===== src/rtl/bpd_base_table_pkg.sv =====
// bpd_base_table_pkg: entry layout constants, controller state type and 2-bit saturating counter helpers
package bpd_base_table_pkg;
  localparam int ENTRY_W = 9;
  localparam int LANE_W = 2;
  localparam int VALID_BIT = 8;
  localparam logic [ENTRY_W-1:0] INIT_ENTRY = {1'b0, {4{2'b01}}};
  typedef enum logic {INIT, RUN} state_t;
  function automatic logic [2:0] lane_lsb(input logic [1:0] lane);
    return {lane, 1'b0};
  endfunction
  function automatic logic [1:0] sat2_update(input logic [1:0] c, input logic taken);
    return taken ? ((c == 2'd3) ? c : c + 2'd1) : ((c == 2'd0) ? c : c - 2'd1);
  endfunction
endpackage


===== src/rtl/bpd_base_table_ctrl.sv =====
// bpd_base_table_ctrl: owns the base-table SRAM port; init sweep, lookups, and masked RMW counter updates with aged-read arbitration
module bpd_base_table_ctrl
  import bpd_base_table_pkg::*;
#(
  parameter int ENTRIES = 256,
  parameter int ADDR_W = 8,
  parameter logic [1:0] INIT_CTR = 2'b01
) (
  input  logic               clock,
  input  logic               reset,
  input  logic               lkp_valid,
  output logic               lkp_ready,
  input  logic [ADDR_W-1:0]  lkp_addr,
  output logic               rsp_valid,
  output logic [ENTRY_W-1:0] rsp_data,
  input  logic               upd_valid,
  output logic               upd_ready,
  input  logic [ADDR_W-1:0]  upd_addr,
  input  logic [1:0]         upd_lane,
  input  logic               upd_taken,
  output logic               init_done,
  output logic [ADDR_W-1:0]  mem_addr,
  output logic               mem_en,
  output logic               mem_wmode,
  output logic [ENTRY_W-1:0] mem_wdata,
  output logic [ENTRY_W-1:0] mem_wmask,
  input  logic [ENTRY_W-1:0] mem_rdata
);
  state_t state;
  logic [ADDR_W-1:0] sweep, buf_addr;
  logic [1:0] buf_lane, buf_age, new_ctr;
  logic buf_taken, buf_valid, buf_rd;
  logic act, sweeping, run, wr, rd, lkp_go;
  logic [ENTRY_W-1:0] valid_mask, lane_mask, upd_word;
  assign act = ~reset;
  assign sweeping = act & (state == INIT);
  assign run = act & (state == RUN);
  assign wr = run & buf_valid & buf_rd;
  assign rd = run & buf_valid & ~buf_rd & ((buf_age == 2'd3) | ~lkp_valid);
  assign lkp_go = run & lkp_valid & ~wr & ~rd;
  assign valid_mask = ENTRY_W'(1) << VALID_BIT;
  assign lane_mask = ENTRY_W'(3) << lane_lsb(buf_lane);
  assign new_ctr = sat2_update(LANE_W'(mem_rdata >> lane_lsb(buf_lane)), buf_taken);
  assign upd_word = valid_mask | (ENTRY_W'(new_ctr) << lane_lsb(buf_lane));
  assign lkp_ready = lkp_go;
  assign upd_ready = act & init_done & ~buf_valid;
  assign rsp_data = mem_rdata;
  always_comb begin
    mem_en = sweeping | wr | rd | lkp_go;
    mem_wmode = sweeping | wr;
    mem_addr = sweeping ? sweep : (wr | rd) ? buf_addr : lkp_go ? lkp_addr : '0;
    mem_wdata = sweeping ? {1'b0, {4{INIT_CTR}}} : wr ? upd_word : '0;
    mem_wmask = sweeping ? '1 : wr ? (valid_mask | lane_mask) : '0;
  end
  always_ff @(posedge clock) begin
    if (reset) begin
      state <= INIT;
      sweep <= '0;
      init_done <= 1'b0;
      buf_valid <= 1'b0;
      buf_rd <= 1'b0;
      buf_age <= 2'd0;
      rsp_valid <= 1'b0;
    end else begin
      rsp_valid <= lkp_go;
      if (state == INIT) begin
        sweep <= (sweep == ADDR_W'(ENTRIES - 1)) ? '0 : sweep + 1'b1;
        if (sweep == ADDR_W'(ENTRIES - 1)) begin
          state <= RUN;
          init_done <= 1'b1;
        end
      end
      if (upd_valid & upd_ready) begin
        buf_valid <= 1'b1;
        buf_rd <= 1'b0;
        buf_age <= 2'd0;
        buf_addr <= upd_addr;
        buf_lane <= upd_lane;
        buf_taken <= upd_taken;
      end else if (wr) begin
        buf_valid <= 1'b0;
      end else if (rd) begin
        buf_rd <= 1'b1;
      end else if (buf_valid & ~buf_rd) begin
        buf_age <= buf_age + {1'b0, buf_age != 2'd3};
      end
    end
  end
endmodule


===== config.mk =====
export PLATFORM = sky130hd
export DESIGN_NAME = bpd_base_table_ctrl
export DESIGN_NICKNAME = d
export VERILOG_FILES = /design/src/rtl/bpd_base_table_pkg.sv /design/src/rtl/bpd_base_table_ctrl.sv
export SDC_FILE = /design/constraint.sdc
export NUM_CORES = 1
export LEC_CHECK = 0
export ABC_AREA = 1
export CORE_MARGIN = 1.5
export CORE_UTILIZATION = 35
export DETAILED_ROUTE_END_ITERATION = 6
export PLACE_DENSITY_LB_ADDON = 0.08
export SYNTH_ARGS = -nofsm -noshare
export SYNTH_HDL_FRONTEND = slang
export SYNTH_SLANG_ARGS = --single-unit

===== constraint.sdc =====
create_clock -name clock -period 1.6 [get_ports clock]
set_clock_uncertainty 0.05 [all_clocks]
set_input_delay 0.24 -clock clock [delete_from_list [all_inputs] [get_ports clock]]
set_output_delay 0.24 -clock clock [all_outputs]
set_load 0.1 [all_outputs]

==> impl_metrics.json <==
{
  "hold_viol_final": 0,
  "outcome": "complete, but fails checks",
  "finalSetupViolCount": 29,
  "p_leak_nw": 1.505,
  "slowest_delay_ps": 460,
  "cts.path.max_buffers": 2,
  "synthTopCellsByCount": "nand2_1 (66), inv_1 (36), nand3_1 (28)",
  "nets": 367,
  "antenna_found_initial": 0,
  "core_region_area_um2": 4324,
  "path_cells": "buf_4, nand2_1, nand2_1, nand2_2, nand3_2, nand2_1, inv_1, buf_4, a21oi_4, buf_12",
  "cp-start-kind": "flop",
  "grt_max_degree": 15,
  "worst_pin_slew_ps": 304.1,
  "power_mw": 1.737,
  "max_freq_ghz": 0.4784,
  "grt_pass1_wl_mm": 8.369,
  "syn_nets": 266,
  "path_class": "reg -> out",
  "grtUsageTotal_pct": 21.61,
  "dieArea_um2": 4901,
  "start_util_pct": 36.34,
  "grt-ovfl-total": 0,
  "rsz0062_at_grt": "true",
  "seq_area_frac_synth_pct": 40.13,
  "p_per_area_nw_per_um2": 504.1,
  "htree_levels": 1,
  "drv_cap": 0,
  "violations": "negative setup slack",
  "postLayoutCoreUtil_pct": 79.69,
  "ys_warn_count": 0,
  "synth_area_um2": 1572,
  "num_io_pins": 73,
  "period_share_pct": 130.6,
  "synth_cell_types": 21,
  "cp_slowest_cell": "edfxtp_1",
  "drt_iter0_drc": 59,
  "dp_cells": 370,
  "clock_sink_count": 26,
  "synth_top_area_share_pct": 21.02,
  "wl_mm": 5.233,
  "die_w_um": 70.01,
  "cts_buffers": 3,
  "cp-end-kind": "primary output",
  "layout-drive-gt1-share_pct": 48.05,
  "ir_worst_vdd_v": 0.0005660,
  "synthTopCellsByArea": "edfxtp_1 (21%), dfxtp_1 (19%), nand2_1 (16%)",
  "fin_cells": 385,
  "synth.most_common_cell": "nand2_1",
  "finalWorstSetupSlack_ps": -490.1,
  "fin_crit_ps": 2090,
  "area_growth_syn_to_layout_pct": 119.3,
  "hpwl_mm": 3.909,
  "antenna_cells": 0,
  "place.gp.congestion": 0.8691,
  "hold_class": "reg -> reg",
  "vias": 1851,
  "yosys_most_used_dff": "dfxtp_1",
  "synthArstFlopShare_pct": 0,
  "root_buffer": "clkbuf_8",
  "postCtsHoldBufs": 0,
  "syn_inst": 233,
  "syn_avg_cell_area_um2": 6.745,
  "dieHeight_um": 70.01,
  "cts_tree": "done",
  "port_buffers": 70,
  "slew_headroom_pct": 79.73,
  "critical_path.max_fanout": 4,
  "synth-seq-cells": 26,
  "synth_top_area_cell": "edfxtp_1",
  "clkLatencyLatePin_ps": 280,
  "synth_edf_count": 11,
  "clk_pin_slew_ps": 90,
  "cp.arrival_ps": 1800,
  "firstDrtPassIters": 4,
  "antenna_left": 0,
  "viasPerCell": 4.808,
  "drc": 0,
  "worstPathRequired_ps": 1310,
  "maxSlewViolCount": 0,
  "wl_per_cell_um": 13.59,
  "grt_pass1_vias": 1798,
  "cp_common_cell": "nand2_1",
  "fp-row-count": 24
}
-- cell families after synthesis --
group                    count (synthesis)  synth area share [%]
AO/OA/AOI/OAI                           20                 7.007
flip-flops                              26                 40.13
buffers and inverters                   56                 17.20
adder cells (fa/ha/maj)                  1                0.7961
AND/OR/NAND/NOR                        130                 34.87
-- stage by stage --
stage	TNS, ps	worst slack (ps)	hold slack, ps	area, um2
3_5_place_dp	-13930	-475.8	406.3	3148
4_1_cts	-10480	-447.4	426.1	3359
3_3_place_gp	-12950	-451.5	403.0	3148
2_1_floorplan	-14990	-869.8	288.9	1923
6_report	-10870	-490.1	420.0	3446
5_1_grt	-12950	-591.5	430.7	3446
-- sequential cells by signal, indices dropped and copies added, names as in the netlist --
register / count
rsp_valid: 1
buf_addr: 8
buf_taken: 1
init_done: 1
state: 1
buf_valid: 1
buf_lane: 2
sweep: 8
buf_rd: 1
buf_age: 2
-- cells in the final DEF, fill, tap and decap left out, types with 5 or more instances in the layout --
cell type	count
nand2_1	46
buf_12	40
buf_4	39
clkdlybuf4s50_1	29
inv_1	25
nand3_1	17
nor2_1	14
nor2_4	11
edfxtp_1	11
dfxtp_1	11
nand3_4	10
nand2_2	10
nand2_4	9
clkinvlp_4	6
a21oi_4	5
o21ai_0	5
-- where the power goes --
group          internal [mW]  leakage (nW)  total, mW  switching (mW)
Combinational          0.260          1.26      0.645           0.385
Sequential             0.694         0.223      0.703         0.00889
Clock                  0.179        0.0228      0.389           0.210
Total                   1.13          1.50       1.74           0.604
-- critical path, delay by kind of cell (launching register included) --
family                 cells  cell delay, ps
DFF                        1             460
AOI/OAI and AO/OA          1             160
buffers and inverters      4             560
and+or+nand+nor            5             350
-- routing by layer --
metal  up-vias  track usage [%]  share of wire (%)
li1        930                -                  -
met1       849            24.21                 39
met2        63            41.69                 54
met3         9            3.175                4.6
met4         0            6.410                1.7
met5         -                0                  0
-- layout make-up --
type | instances | area [um2]
Multi-Input combinational cell | 152 | 1090
Tap cell | 52 | 65.06
Timing Repair Buffer | 112 | 1426
Fill cell | 278 | 878.3
Inverter | 39 | 181.4
Sequential cell | 26 | 638.1
Clock buffer | 4 | 45.04
-- path summary, 6_finish.rpt --
path	depth (start not counted)	from	end	slack (ps)
worst max-delay path	10	buf_lane[0]	mem_wdata[4]	-490
worst min-delay path	1	buf_age[1]	buf_age[1]	420
worst max register to register	8	sweep[0]	sweep[5]	110
worst min register to register	1	buf_age[1]	buf_age[1]	420
-- timing repair --
item	4_1_cts	5_1_grt
buffers inserted	4	7
setup endpoints to repair	30	34
gates resized for setup	36	13
cloned	1	0
pin swaps	9	13
No activity file was read; power rests on OpenSTA's default activity.
